File: src/rtl/pong_game_ctrl.sv
// ============================================================================
//  Module      : pong_game_ctrl
//  Description : Pong match sequencer. Gates paddle/ball motion, judges hits
//                at the goal lines, keeps scores and runs the match flow.
//  Revision    : 1.0 - initial release
// ============================================================================
`timescale 1ns/1ps
`default_nettype none

module pong_game_ctrl #(
    parameter logic [9:0] LEFT_X       = 10'd16,
    parameter logic [9:0] RIGHT_X      = 10'd624,
    parameter logic [9:0] PADDLE_H     = 10'd64,
    parameter logic [3:0] WIN_SCORE    = 4'd7,
    parameter logic [7:0] SERVE_FRAMES = 8'd60
) (
    input  logic       clk,
    input  logic       reset,
    input  logic       frame_tick,
    input  logic       start,
    input  logic [9:0] ball_pos_x,
    input  logic [9:0] ball_pos_y,
    input  logic [9:0] player_paddle,
    input  logic [9:0] ai_paddle,
    output logic       move_en,
    output logic       ball_hold,
    output logic       serve_dir,
    output logic       hit_left,
    output logic       hit_right,
    output logic [3:0] player_score,
    output logic [3:0] ai_score,
    output logic       game_over,
    output logic       winner
);

    typedef enum logic [2:0] {
        S_IDLE  = 3'd0,
        S_SERVE = 3'd1,
        S_PLAY  = 3'd2,
        S_POINT = 3'd3,
        S_OVER  = 3'd4
    } state_t;

    localparam logic [10:0] c_paddle_h = {1'b0, PADDLE_H};

    state_t      r_state;
    logic [7:0]  r_serve_cnt;
    logic        r_start_q;
    logic        r_start_pulse;

    logic [10:0] w_ball_y;
    logic [10:0] w_left_top;
    logic [10:0] w_right_top;
    logic        w_left_in;
    logic        w_right_in;
    logic [7:0]  w_serve_next;

    // Widened to 11 bits so a paddle near the bottom cannot wrap its window
    assign w_ball_y     = {1'b0, ball_pos_y};
    assign w_left_top   = {1'b0, player_paddle};
    assign w_right_top  = {1'b0, ai_paddle};
    assign w_left_in    = (w_ball_y >= w_left_top)  && (w_ball_y < (w_left_top  + c_paddle_h));
    assign w_right_in   = (w_ball_y >= w_right_top) && (w_ball_y < (w_right_top + c_paddle_h));
    assign w_serve_next = r_serve_cnt + 8'd1;

    assign ball_hold = (r_state != S_PLAY);
    assign game_over = (r_state == S_OVER);

    always_ff @(posedge clk) begin
        if (reset) begin
            r_state       <= S_IDLE;
            r_serve_cnt   <= 8'd0;
            r_start_q     <= 1'b0;
            r_start_pulse <= 1'b0;
            move_en       <= 1'b0;
            serve_dir     <= 1'b0;
            hit_left      <= 1'b0;
            hit_right     <= 1'b0;
            player_score  <= 4'd0;
            ai_score      <= 4'd0;
            winner        <= 1'b0;
        end else begin
            r_start_q     <= start;
            r_start_pulse <= start & ~r_start_q;
            hit_left      <= 1'b0;
            hit_right     <= 1'b0;
            move_en       <= 1'b0;

            case (r_state)
                S_IDLE: begin
                    if (r_start_pulse) begin
                        r_state     <= S_SERVE;
                        r_serve_cnt <= 8'd0;
                    end
                end

                S_SERVE: begin
                    move_en <= frame_tick;
                    if (frame_tick) begin
                        r_serve_cnt <= w_serve_next;
                        if (w_serve_next == SERVE_FRAMES) begin
                            r_state <= S_PLAY;
                        end
                    end
                end

                S_PLAY: begin
                    move_en <= frame_tick;
                    if (frame_tick) begin
                        // Left goal line is judged first when both could apply
                        if (ball_pos_x <= LEFT_X) begin
                            if (w_left_in) begin
                                hit_left <= 1'b1;
                            end else begin
                                if (ai_score < WIN_SCORE) begin
                                    ai_score <= ai_score + 4'd1;
                                end
                                serve_dir <= 1'b0;
                                r_state   <= S_POINT;
                            end
                        end else if (ball_pos_x >= RIGHT_X) begin
                            if (w_right_in) begin
                                hit_right <= 1'b1;
                            end else begin
                                if (player_score < WIN_SCORE) begin
                                    player_score <= player_score + 4'd1;
                                end
                                serve_dir <= 1'b1;
                                r_state   <= S_POINT;
                            end
                        end
                    end
                end

                S_POINT: begin
                    if ((player_score == WIN_SCORE) || (ai_score == WIN_SCORE)) begin
                        r_state <= S_OVER;
                        winner  <= (ai_score == WIN_SCORE);
                    end else begin
                        r_state     <= S_SERVE;
                        r_serve_cnt <= 8'd0;
                    end
                end

                S_OVER: begin
                    if (r_start_pulse) begin
                        player_score <= 4'd0;
                        ai_score     <= 4'd0;
                        serve_dir    <= 1'b0;
                        r_serve_cnt  <= 8'd0;
                        r_state      <= S_SERVE;
                    end
                end

                default: begin
                    r_state <= S_IDLE;
                end
            endcase
        end
    end

endmodule

`default_nettype wire
File: config.mk
export PLATFORM = sky130hd
export DESIGN_NAME = pong_game_ctrl
export DESIGN_NICKNAME = d
export VERILOG_FILES = /design/src/rtl/pong_game_ctrl.sv
export SDC_FILE = /design/constraint.sdc
export NUM_CORES = 1
export LEC_CHECK = 0
export CAP_MARGIN = 0
export CORE_MARGIN = 2
export CORE_UTILIZATION = 35
export DETAILED_ROUTE_END_ITERATION = 6
export HOLD_SLACK_MARGIN = 0.05
export SYNTH_ARGS = -nofsm -noshare
export SYNTH_HDL_FRONTEND = slang
export SYNTH_SLANG_ARGS = --single-unit
File: constraint.sdc
create_clock -name clk -period 2.4 [get_ports clk]
set_input_delay 0.36 -clock clk [delete_from_list [all_inputs] [get_ports clk]]
set_output_delay 0.36 -clock clk [all_outputs]
set_load 0.005 [all_outputs]
==> results of run 1 <==
==> sequential cells by signal (all words and copies together) (netlist names) <==
| signal | flops |
|---|---|
| r_serve_cnt | 8 |
| ai_score | 4 |
| player_score | 4 |
| r_state | 3 |
| hit_left | 1 |
| hit_right | 1 |
| move_en | 1 |
| r_start_pulse | 1 |
| r_start_q | 1 |
| serve_dir | 1 |
| winner | 1 |
==> layout by cell type, fill, tap and decap left out, types with 2 or more instances in the layout <==
master	synthesis	final
a211oi_2	1	3
a21o_1	5	5
a21oi_1	26	20
a21oi_2	1	6
a21oi_4	1	2
a31oi_1	4	4
and3_1	3	3
buf_4	0	30
buf_6	1	2
clkbuf_2	0	2
clkbuf_8	0	3
clkdlybuf4s50_1	0	50
dfxtp_1	26	26
dlygate4sd2_1	0	3
dlymetal6s2s_1	0	2
ha_1	33	31
inv_1	27	27
mux2i_1	3	3
nand2_1	25	25
nand2b_1	6	6
nand3_1	15	13
nand3_2	0	2
nand3b_1	5	5
nand4_1	5	5
nor2_1	20	20
nor2b_1	9	9
nor3_1	5	5
o21ai_0	14	12
o21ai_1	3	5
o31a_1	2	2
or3_1	2	2
or4_1	3	2
xnor2_1	5	4
==> worst register-to-register path: cells and delay by family, from the launching register on <==
kind	cells	cell delay, ns
mux	1	0.15
fa+ha+maj	1	0.22
flops	1	0.44
simple gates	2	0.15
compound gates	4	1.12
==> per-stage QoR <==
step / cells / worst slack (ns) / util [%] / TNS (ns) / instance area, um2
floorplan: 283 / 0.0129 / - / 0 / 2240
global placement: 439 / -0.509 / 49.2 / -4.72 / 3090
detailed placement: 439 / -0.554 / 49.2 / -5.23 / 3090
CTS: 445 / 0.0115 / 51.1 / 0 / 3210
global route: 448 / -0.0171 / 52.4 / -0.0191 / 3290
finish: 448 / 0.0294 / 52.4 / 0 / 3290
==> kinds of logic (layout without fill, tap and decap cells) <==
family,Yosys count,after routing,share of synthesized area (%)
AND/OR/NAND/NOR,107,107,25.5
AO/OA/AOI/OAI,72,72,21.8
buffers and inverters,34,122,6.16
adder cells (fa/ha/maj),33,33,18.5
flip-flops,26,26,23.3
XOR/XNOR,6,6,2.35
multiplexers,5,5,2.52
==> per-layer routing <==
metal | vias up | routed length (um) | GRT usage, %
met5 | - | 0 | 0
met4 | 0 | 31 | 2.64
met3 | 4 | 260 | 1.98
met2 | 49 | 2630 | 27.1
met1 | 1057 | 2980 | 23.7
li1 | 1197 | - | -
==> timing repair <==
item | CTS | global route
resized for setup | 16 | 20
buffers inserted | 2 | 3
endpoints found under the setup margin | 11 | 10
pin swaps | 12 | 16
hold buffers | 0 | 0
==> path summary, 6_finish.rpt <==
check,startpoint,end,depth (start not counted)
setup / recovery,ball_pos_x[0],player_score[0],8
hold / removal,r_start_q,r_start_pulse,1
setup reg to reg,ai_score[0],r_serve_cnt[3],8
hold reg to reg,r_start_q,r_start_pulse,1
==> cell type report <==
class | instances | area share [%]
Sequential cell | 26 | 15.8
Clock inverter | 1 | 0.914
Timing Repair Buffer | 90 | 24.9
Multi-Input combinational cell | 223 | 50.9
Inverter | 28 | 3.27
Clock buffer | 3 | 1.26
Tap cell | 77 | 2.93
==> power groups by stage <==
stage | sequential [mW] | clock [mW] | combinational, mW
5_1_grt | 0.480 | 0.396 | 0.700
2_1_floorplan | 0.478 | 0 | 0.358
6_report | 0.477 | 0.367 | 0.636
4_1_cts | 0.477 | 0.381 | 0.607
3_3_place_gp | 0.487 | 0 | 0.581
3_5_place_dp | 0.487 | 0 | 0.591
==> results by group, run 1 <==
Floorplan
  – Die ar.: 7040 um2
  – Starting Density: 35.6%
  – Die X: 83.9 um
  – Ports: 59
  – Core area: 6280 um2
  – Std cell rows: 29
  – Die height: 83.9 um

Worst setup path
  – CP Data Required Time: 2.57 ns
  – CP Cell Sequence: clkdlybuf4s50_1 -> or4_4 -> a211oi_2 -> buf_4 -> a211o_1 -> a21oi_2 -> o21a_2 -> mux2_1
  – Critical-path top delay cell: or4_4
  – Max FO, Critical Path: 2
  – CP Launch Type: input port
  – Flop2flop setup slack: 0.26 ns
  – Worst Path Arrival: 2.54 ns
  – Critical path type: in2reg
  – Crit-path max cell delay: 0.53 ns
  – Cell family with most CP delay: compound AO/OA/AOI/OAI gates
  – Worst Path Buf+Inv: 2
  – CP endpoint kind: flop

Global routing
  – Total Routing Usage GR: 16.6%
  – Largest net degree at the start of global routing: 17
  – Initial antenna violation count: 0
  – Vias in the first global route: 2231
  – Grt total ovfl: 0
  – First-pass GRT wire length: 9890 um

Timing
  – Final Max Tran Viols: 0
  – Final min period: 2.37 ns
  – Hold Violations, Final: 0
  – Worst hold slack: 0.389 ns
  – Final setup fails: 0
  – Clk_skew: 0.00335 ns
  – Max Fclk: 422 MHz
  – Slew headroom: 55.4%
  – Slew @ Worst Pin: 0.668 ns
  – Tcrit/Tclk final: 98.8%

Logic synthesis
  – Flops & latches, synth: 26
  – Top-count cell post-synth: ha_1
  – Post-synth EDFFs: 0
  – Ranking of synthesized cells by area: dfxtp_1, ha_1, a21oi_1, inv_1, nand2_1
  – Synth top area share: 23.3%
  – YS warnings: 0
  – Post-synthesis cell area: 2240 um2
  – Synth cell count leaders: ha_1, inv_1, a21oi_1, dfxtp_1, nand2_1
  – Post-synth ARST share: 0%
  – Cell count after synthesis: 283
  – Register area share after synthesis: 23.3%
  – Unique masters post-synth: 54
  – Post-synth top area cell: dfxtp_1
  – Syn_nets: 360
  – Avg Cell Area, Syn: 7.90 um2
  – Synth Flop Type: dfxtp_1

Clock network
  – Max clock buf depth: 2
  – Max H-tree Level: 1
  – TritonCTS clock tree: built
  – CTS Sinks: 26
  – Clk_lat worst skew: 0.27 ns
  – CTS root buffer: clkbuf_8
  – TritonCTS Buffers: 3
  – Reg clk slew, reported paths: 0.09 ns

Cells and area
  – FF+latch area: 520 um2
  – Final nets: 449
  – Area of the multi-input gates: 1670 um2
  – Filler cells: 612
  – Layout area overhead: 47.0%
  – Diodes inserted: 0
  – Share of layout cells above drive strength 1: 18.3%

Run status
  – Outcome: complete, no violations

Placement
  – Hpwl dp: 4650 um
  – Gp weighted congestion: 0.819
  – Port Buffers: 58

Power and ir drop
  – Pint: 1.00 mW
  – Worst ir drop on vdd: 0.000273 V
  – Switching Fraction: 32.3%
  – Psw: 478 uW
  – Leakage power: 1.42 nW
  – Combinational share of power: 43.0%
  – Clk pwr share: 24.8%
  – Sequential share of power: 32.2%
  – Design Power: 1.48 mW
  – Total power per unit cell area: 450 nW/um2

Routing
  – Drt pass-1 iters: 4
  – Routed via count: 2307
  – Starting DRT DRC Count: 67
  – DRC: 0
  – Detail Route Antenna Nets: 0
  – Avg Vias per Cell: 5.15
  – Post-Route WL: 5900 um
  – Routed wire per std cell: 13.2 um

Job
  – Max-cap violations: 0

Worst hold path
  – Hold/Removal Path Class: reg2reg
(Power assumes the default switching activity.)
==> inputs of run 2 (changes only) <==
--- a/config.mk
+++ b/config.mk
@@ -6,10 +6,13 @@
 export NUM_CORES = 1
 export LEC_CHECK = 0
 export CAP_MARGIN = 0
+export CELL_PAD_IN_SITES_DETAIL_PLACEMENT = 0
+export CELL_PAD_IN_SITES_GLOBAL_PLACEMENT = 1
 export CORE_MARGIN = 2
-export CORE_UTILIZATION = 35
+export CORE_UTILIZATION = 32
 export DETAILED_ROUTE_END_ITERATION = 6
 export HOLD_SLACK_MARGIN = 0.05
+export PLACE_DENSITY_LB_ADDON = 0.1
 export SYNTH_ARGS = -nofsm -noshare
 export SYNTH_HDL_FRONTEND = slang
 export SYNTH_SLANG_ARGS = --single-unit
==> results by group, run 2 (synthesis gave the netlist of run 1 again) <==
Cells and area
  – Layout area overhead: 50.1%
  – Non-Filler Instances: 470
  – Max reg flops: 8
  – Diodes inserted: 0
  – Most flop-heavy register: r_serve_cnt
  – Biggest regs: r_serve_cnt: 8 flops, ai_score: 4 flops, player_score: 4 flops
  – Share of layout cells above drive strength 1: 20.6%
  – Most common cell after layout, fill and taps aside: clkdlybuf4s50_1
  – Most frequent cells in the layout: clkdlybuf4s50_1, buf_4, ha_1, dfxtp_1
  – Final nets: 452

Global routing
  – Largest net degree at the start of global routing: 15
  – Vias in the first global route: 2103
  – Total Routing Usage GR: 15.9%
  – Grt total ovfl: 0
  – First-pass GRT wire length: 9890 um
  – Initial antenna violation count: 0

Power and ir drop
  – Clk pwr share: 20.5%
  – Total power per unit cell area: 422 nW/um2
  – Leakage power: 1.45 nW
  – Worst ir drop on vdd: 0.000203 V
  – Pint: 934 uW
  – Combinational share of power: 45.5%
  – Switching Fraction: 34.0%
  – Psw: 482 uW
  – Sequential share of power: 34.0%

Run status
  – Outcome: complete, no violations

Clock network
  – Reg clk slew, reported paths: 0.09 ns
  – Max H-tree Level: 1
  – CTS Hold Bufs: 0
  – CTS root buffer: clkbuf_8
  – CTS Sinks: 26
  – Max clock buf depth: 2
  – TritonCTS Buffers: 3
  – TritonCTS clock tree: built
  – Clk_lat worst skew: 0.27 ns

Worst setup path
  – Crit-path max cell delay: 0.48 ns
  – Critical path type: in2reg
  – Worst Path Buf+Inv: 1
  – CP Cell Sequence: clkdlybuf4s50_1 -> ha_1 -> a21oi_2 -> o21ai_0 -> a21oi_1 -> a32oi_2 -> a21oi_2 -> o21a_2 -> mux2_1
  – CP Launch Type: input port
  – Worst Path Arrival: 2.49 ns
  – CP endpoint kind: flop
  – Cell family with most CP delay: compound AO/OA/AOI/OAI gates
  – Crit path top cell by count: a21oi_2
  – Max FO, Critical Path: 3
  – CP Data Required Time: 2.57 ns
  – Critical-path top delay cell: clkdlybuf4s50_1

Routing
  – Routed via count: 2248
  – Post-Route WL: 5950 um
  – DRC: 0
  – Routed wire per std cell: 12.7 um
  – Detail Route Antenna Nets: 0
  – Drt pass-1 iters: 4
  – Starting DRT DRC Count: 52
  – Avg Vias per Cell: 4.78

Floorplan
  – Die ar.: 7670 um2
  – Die X: 87.6 um
  – Std cell rows: 30
  – Core area: 6790 um2
  – Die height: 87.6 um
  – Ports: 59
  – Starting Density: 32.9%

Timing
  – Final min period: 2.32 ns
  – Max Fclk: 431 MHz
  – Clk_skew: 0.00480 ns
  – Final Max Tran Viols: 0
  – Tcrit/Tclk final: 96.7%
  – Slew headroom: 70.3%
  – TNS Setup: 0 ns
  – Final setup fails: 0
  – Slew @ Worst Pin: 0.443 ns
  – RSZ-0062 raised after global routing: true
  – Hold Violations, Final: 0

Placement
  – Port Buffers: 58
  – Hpwl dp: 4820 um
  – Gp weighted congestion: 0.744
  – # placed instances: 459

Job
  – Max-cap violations: 0

Worst hold path
  – Hold/Removal Path Class: reg2reg
## run 2: repair_timing
item,4_1_cts,5_1_grt
pin swaps,10,18
endpoints found under the setup margin,10,13
resized for setup,17,24
buffers inserted,4,3
## run 2: per-stage QoR
stage,setup WS [ns],instance area (um2),utilization [%],power (mW),hold slack (ns)
2_1_floorplan,0.0129,2240,-,0.836,0.367
3_3_place_gp,-0.490,3120,45.9,1.07,0.370
3_5_place_dp,-0.538,3120,45.9,1.07,0.380
4_1_cts,0.00560,3240,47.7,1.39,0.391
5_1_grt,-0.0165,3360,49.4,1.53,0.399
6_report,0.0792,3360,49.4,1.42,0.389
## run 2: power groups by stage
stage          sequential, mW  combinational, mW  clock, mW
5_1_grt                 0.487              0.719      0.322
3_3_place_gp            0.492              0.577          0
3_5_place_dp            0.492              0.580          0
6_report                0.482              0.644      0.291
2_1_floorplan           0.478              0.358          0
4_1_cts                 0.482              0.607      0.306
## run 2: final timing paths
path	startpoint	to	slack (ns)	cells after the start
worst max-delay path	ball_pos_y[2]	player_score[0]	0.08	9
worst min-delay path	r_start_q	r_start_pulse	0.39	1
worst max register to register	r_state[1]	ai_score[3]	0.33	8
worst min register to register	r_start_q	r_start_pulse	0.39	1
## run 2: layer usage
metal  share of wire (%)  track usage [%]  wire [um]
met5                   0                0          0
met4                   0             1.26          0
met3                 3.2             2.83        188
met2                  45             25.8       2670
met1                  52             22.9       3090
## run 2: cell type report
class                      count  area (um2)
clock buffer                   4        55.1
fill                         685        3440
inverter                      28         108
multi-input combinational    223        1710
sequential                    26         520
tap                           96         120
timing repair buffer          93         841
==> inputs of run 3 (changes only) <==
==> constraint.sdc (replaced) <==
create_clock -name clk -period 2 [get_ports clk]
set_input_delay 0.3 -clock clk [delete_from_list [all_inputs] [get_ports clk]]
set_output_delay 0.3 -clock clk [all_outputs]
set_load 0.005 [all_outputs]
==> results by group, run 3 (synthesis gave the netlist of run 1 again) <==
Cells and area
  – Layout area overhead: 69.2%
  – Non-Filler Instances: 493
  – Final Core Density: 55.7%
  – Max reg flops: 8
  – Most common cell after layout, fill and taps aside: buf_4
  – Most frequent cells in the layout: buf_4, nand2_1, dfxtp_1, clkdlybuf4s50_1, dlygate4sd2_1
  – Biggest regs: r_serve_cnt: 8 flops, ai_score: 4 flops, player_score: 4 flops
  – Most flop-heavy register: r_serve_cnt
  – Filler cells: 652
  – Share of layout cells above drive strength 1: 35.8%
  – Diodes inserted: 0
  – Final nets: 476

Timing
  – Tcrit/Tclk final: 107%
  – Worst hold slack: 0.400 ns
  – Final Max Tran Viols: 0
  – Hold Violations, Final: 0
  – Clk_skew: 0.00575 ns
  – Max Fclk: 466 MHz
  – Final setup fails: 9
  – Final min period: 2.14 ns
  – Setup WS post-layout: -0.144 ns
  – Slew @ Worst Pin: 0.426 ns
  – RSZ-0062 raised after global routing: true
  – Slew headroom: 71.6%

Clock network
  – Reg clk slew, reported paths: 0.09 ns
  – CTS root buffer: clkbuf_8
  – TritonCTS Buffers: 3
  – TritonCTS clock tree: built
  – Clk_lat worst skew: 0.27 ns
  – Max clock buf depth: 2
  – CTS Sinks: 26
  – Max H-tree Level: 1

Placement
  – Hpwl dp: 4920 um
  – Port Buffers: 58
  – # placed instances: 479
  – Gp weighted congestion: 0.781

Run status
  – Outcome: finished with violations
  – Violated checks: setup timing

Worst setup path
  – Critical path type: in2reg
  – Crit-path max cell delay: 0.32 ns
  – Crit path top cell by count: a21o_1
  – CP Data Required Time: 2.16 ns
  – Worst Path Arrival: 2.30 ns
  – CP Launch Type: input port
  – CP Cell Sequence: buf_8 -> ha_4 -> xnor2_2 -> ha_1 -> a21o_1 -> a21o_1 -> a221oi_2 -> o31a_1 -> buf_6 -> a31oi_4 -> a31oi_1 -> a311oi_1
  – Max FO, Critical Path: 3
  – CP endpoint kind: flop
  – Critical-path top delay cell: ha_1

Routing
  – Routed wire per std cell: 13.4 um
  – Avg Vias per Cell: 4.90
  – Detail Route Antenna Nets: 0
  – DRC: 0
  – Post-Route WL: 6590 um
  – Routed via count: 2415
  – Drt pass-1 iters: 4
  – Starting DRT DRC Count: 55

Floorplan
  – Ports: 59
  – Core area: 6790 um2
  – Die ar.: 7670 um2
  – Std cell rows: 30
  – Die X: 87.6 um
  – Die height: 87.6 um
  – Starting Density: 32.9%

Job
  – Max-cap violations: 0

Power and ir drop
  – Total power per unit cell area: 474 nW/um2
  – Leakage power: 1.63 nW
  – Worst ir drop on vdd: 0.000267 V
  – Design Power: 1.79 mW

Global routing
  – First-pass GRT wire length: 10900 um
  – Largest net degree at the start of global routing: 15
  – Initial antenna violation count: 0
  – Vias in the first global route: 2392
  – Grt total ovfl: 0
  – Total Routing Usage GR: 17.4%

Worst hold path
  – Hold/Removal Path Class: reg2reg
==> run 3: cell count changes in the layout (fill, tap and decap cells not counted), moves of 7 or more <==
cell | previous run | this run
dlygate4sd2_1 | 4 | 21
ha_4 | 3 | 13
inv_1 | 25 | 15
clkdlybuf4s50_1 | 47 | 23
buf_4 | 35 | 54
inv_2 | 2 | 12
buf_6 | 0 | 7
ha_1 | 28 | 18
==> run 3: per-stage QoR <==
step,setup TNS [ns],cell area (um2),setup WS [ns]
floorplan,-0.521,2270,-0.217
global placement,-9.50,3300,-0.792
detailed placement,-10.31,3300,-0.852
CTS,-0.742,3570,-0.126
global route,-1.45,3780,-0.225
finish,-0.714,3780,-0.144
==> run 3: final timing paths <==
| kind | cells past startpoint | start | slack [ns] | to |
|---|---|---|---|---|
| worst max-delay path | 12 | player_paddle[6] | -0.14 | r_state[0] |
| worst max register to register | 6 | r_state[0] | -0.02 | player_score[0] |
| worst min-delay path | 1 | r_start_q | 0.40 | r_start_pulse |
| worst min register to register | 1 | r_start_q | 0.40 | r_start_pulse |
==> run 3: layout make-up <==
class                      instances  area, um2  share of cell area, %
sequential                        26        526                   13.9
clock buffer                       3       41.3                   1.09
multi-input combinational        223       1950                   51.4
timing repair buffer             117       1040                   27.6
inverter                          28        108                   2.84
tap                               96        120                   3.18
==> run 3: critical path: cells and delay by family <==
family	cells	cell delay, ns
xor gates and xnor gates	1	0.12
adders and majority gates	2	0.48
AOI/OAI and AO/OA	7	1.14
buffers and inverters	2	0.24
==> run 3: timing repair <==
action / 4_1_cts / 5_1_grt
endpoints found under the setup margin: 21 / 14
setup buffers: 3 / 8
hold buffers: 0 / 0
gates resized for setup: 99 / 39
pin swaps: 46 / 30
==> run 3: per-layer routing <==
| metal | vias to the layer above | GRT usage (%) | routed length, um | part of all wire, % |
|---|---|---|---|---|
| met3 | 2 | 2.92 | 256 | 3.9 |
| met2 | 46 | 30.5 | 3170 | 48 |
| li1 | 1246 | - | - | - |
| met4 | 0 | 1.68 | 19 | 0.29 |
| met1 | 1121 | 23.4 | 3140 | 48 |
| met5 | - | 0 | 0 | 0 |
==> run 3: power by group <==
group | switching (mW) | internal, mW | total, mW
Clock | 0.164 | 0.135 | 0.299
Sequential | 0.0275 | 0.547 | 0.575
Combinational | 0.434 | 0.484 | 0.918
==> edit, RTL diff (config.mk and constraints of run 1) <==
Encoding of `state_t`: now one-hot (5 bits for 5 states).
--- a/src/rtl/pong_game_ctrl.sv
+++ b/src/rtl/pong_game_ctrl.sv
@@ -33,12 +33,12 @@
     output logic       winner
 );
 
-    typedef enum logic [2:0] {
-        S_IDLE  = 3'd0,
-        S_SERVE = 3'd1,
-        S_PLAY  = 3'd2,
-        S_POINT = 3'd3,
-        S_OVER  = 3'd4
+    typedef enum logic [4:0] {
+        S_IDLE  = 5'b00001,
+        S_SERVE = 5'b00010,
+        S_PLAY  = 5'b00100,
+        S_POINT = 5'b01000,
+        S_OVER  = 5'b10000
     } state_t;
 
     localparam logic [10:0] c_paddle_h = {1'b0, PADDLE_H};
Formal check against the unedited RTL: same outputs for any inputs over 10 cycles, from zero or initial values and one cycle with reset high; not proved beyond that.
==> edit against run 1 <==
Synthesized area is 7.7% higher; highest routed layer unchanged; synthesized cell count grew 6.7%; final area increased by 7.3%; setup slack better by 0.075 ns; routed wire length is 8.8% higher; sequential cell count is 2 higher; largest power group unchanged; combinational power rose by 8.8%; sequential power is 10% higher; power is 8.2% higher.
==> edit: results (changes against run 1) <==
Outcome = complete, no violations
Placed instance area = 3250 sq um (+5.3%)
Synth Area in Adders = 0.172 (-0.0131)
Top Layer Used = met4
First-pass GRT wire length = 10.8 mm (+9.3%)
Top post-synthesis cells by count = ha_1 (33), nor2_1 (32), inv_1 (30), dfxtp_1 (28)
Largest registers = r_serve_cnt x8, r_state x5
Crit-path max FO = 6 (+4)
Placed Cells = 461 (+5.0%)
M1 GR Usage = 0.223 (-0.0145)
Post-cts resize count = 23 (+7)
Synth unique cells = 58 (+7.4%)
Filler cells = 655 (+7.0%)
Placement Setup Slack = -0.446 ns (+0.109 ns)
Leakage Power = 1.56 nW (+9.6%)
Via count = 2488 (+7.8%)
Multi-input gate area = 1840 sq um (+9.9%)
Die X = 86.9 um (+3.6%)
Pin count of the biggest net entering global routing = 17 (unchanged)
Clock Skews = 0.00431 ns (+0.000963 ns)
Synth Area in Compound Gates = 0.240 (+0.0224)
Clk buf depth = 2 (unchanged)
Routability congestion estimate from global placement = 0.871 (+6.4%)
Max VDD drop = 0.000266 V (-2.6%)
Synth Net Count = 379 (+5.3%)
HPWL Detailed = 4.94 mm (+6.4%)
Final WL = 6.42 mm (+8.8%)
# nets final = 467 (+4.0%)
Critical Path AT = 2.45 ns (-0.09 ns)
Top post-synthesis cells by area = dfxtp_1 (23%), ha_1 (17%), nor2_1 (5.0%)
Slowest CP cell = a2111o_1
Layout cells sized above 1 = 0.208 (+0.0249)
Post-synthesis async set-or-reset flop share = 0 (unchanged)
Diode count = 0 (unchanged)
Initial drt markers = 155 (+130%)
PortBufs = 58 (unchanged)
Critical path's top delay family = compound AO/OA/AOI/OAI gates
Sequential area share after synthesis = 0.233 (about the same)
XOR/XNOR Fraction of Synth Area = 0.0291 (+0.00560)
Post-CTS Setup Bufs = 0 (-2)
Met2 wire len = 3.18 mm (+21%)
M2 GR Usage = 0.312 (+0.0403)
WL met1 = 2.91 mm (-2.3%)
Slowest stage delay, CP = 0.55 ns (+0.02 ns)
Root Buffer = clkbuf_8
Met3 GRT Util = 0.0209 (+0.00107)
DR pass1 iterations = 4 (unchanged)
Post-synthesis mux area share = 0.00416 (-0.0210)
CTS H-tree lvls = 1 (unchanged)
Syn avg cell area = 7.97 sq um (+0.89%)
Met3 wire len = 252 um (-3.1%)
Measured slew at the worst slew-check pin = 0.612 ns (-0.0564 ns)
HP Class = flip-flop to flip-flop
WL/cell = 13.7 um (+3.9%)
Total track usage = 0.174 (+0.00886)
[edit: cell types whose count changed after synthesis, sizes merged, moves of 3 or more]
cell	before	now
o21a	1	5
nor2b	9	4
nand3	16	22
nand2	25	21
a211oi	3	6
a31oi	5	1
o21ai	17	11
a21oi	28	20
buf	1	6
clkbuf	5	2
nor2	20	32
[edit: report_power, final]
group	total (mW)	internal (mW)	switching [mW]
sequential	0.526	0.485	0.0408
combinational	0.692	0.331	0.361
clock	0.382	0.224	0.158
[edit: path summary, 6_finish.rpt]
check	from	end	slack [ns]	depth (start not counted)
worst max-delay path	ball_pos_y[5]	player_score[1]	0.10	8
worst max register to register	r_serve_cnt[0]	r_state[1]	0.21	8
worst min register to register	r_start_q	r_start_pulse	0.39	1
worst min-delay path	r_start_q	r_start_pulse	0.39	1
[edit: area by class of cell]
cell class              count  share of cell area
clock buffers               3              0.0117
multi-input cells         235               0.521
clock inverters             1             0.00852
inverters                  30              0.0319
well taps                  80              0.0284
repair buffers             92               0.240
flip-flops and latches     28               0.159
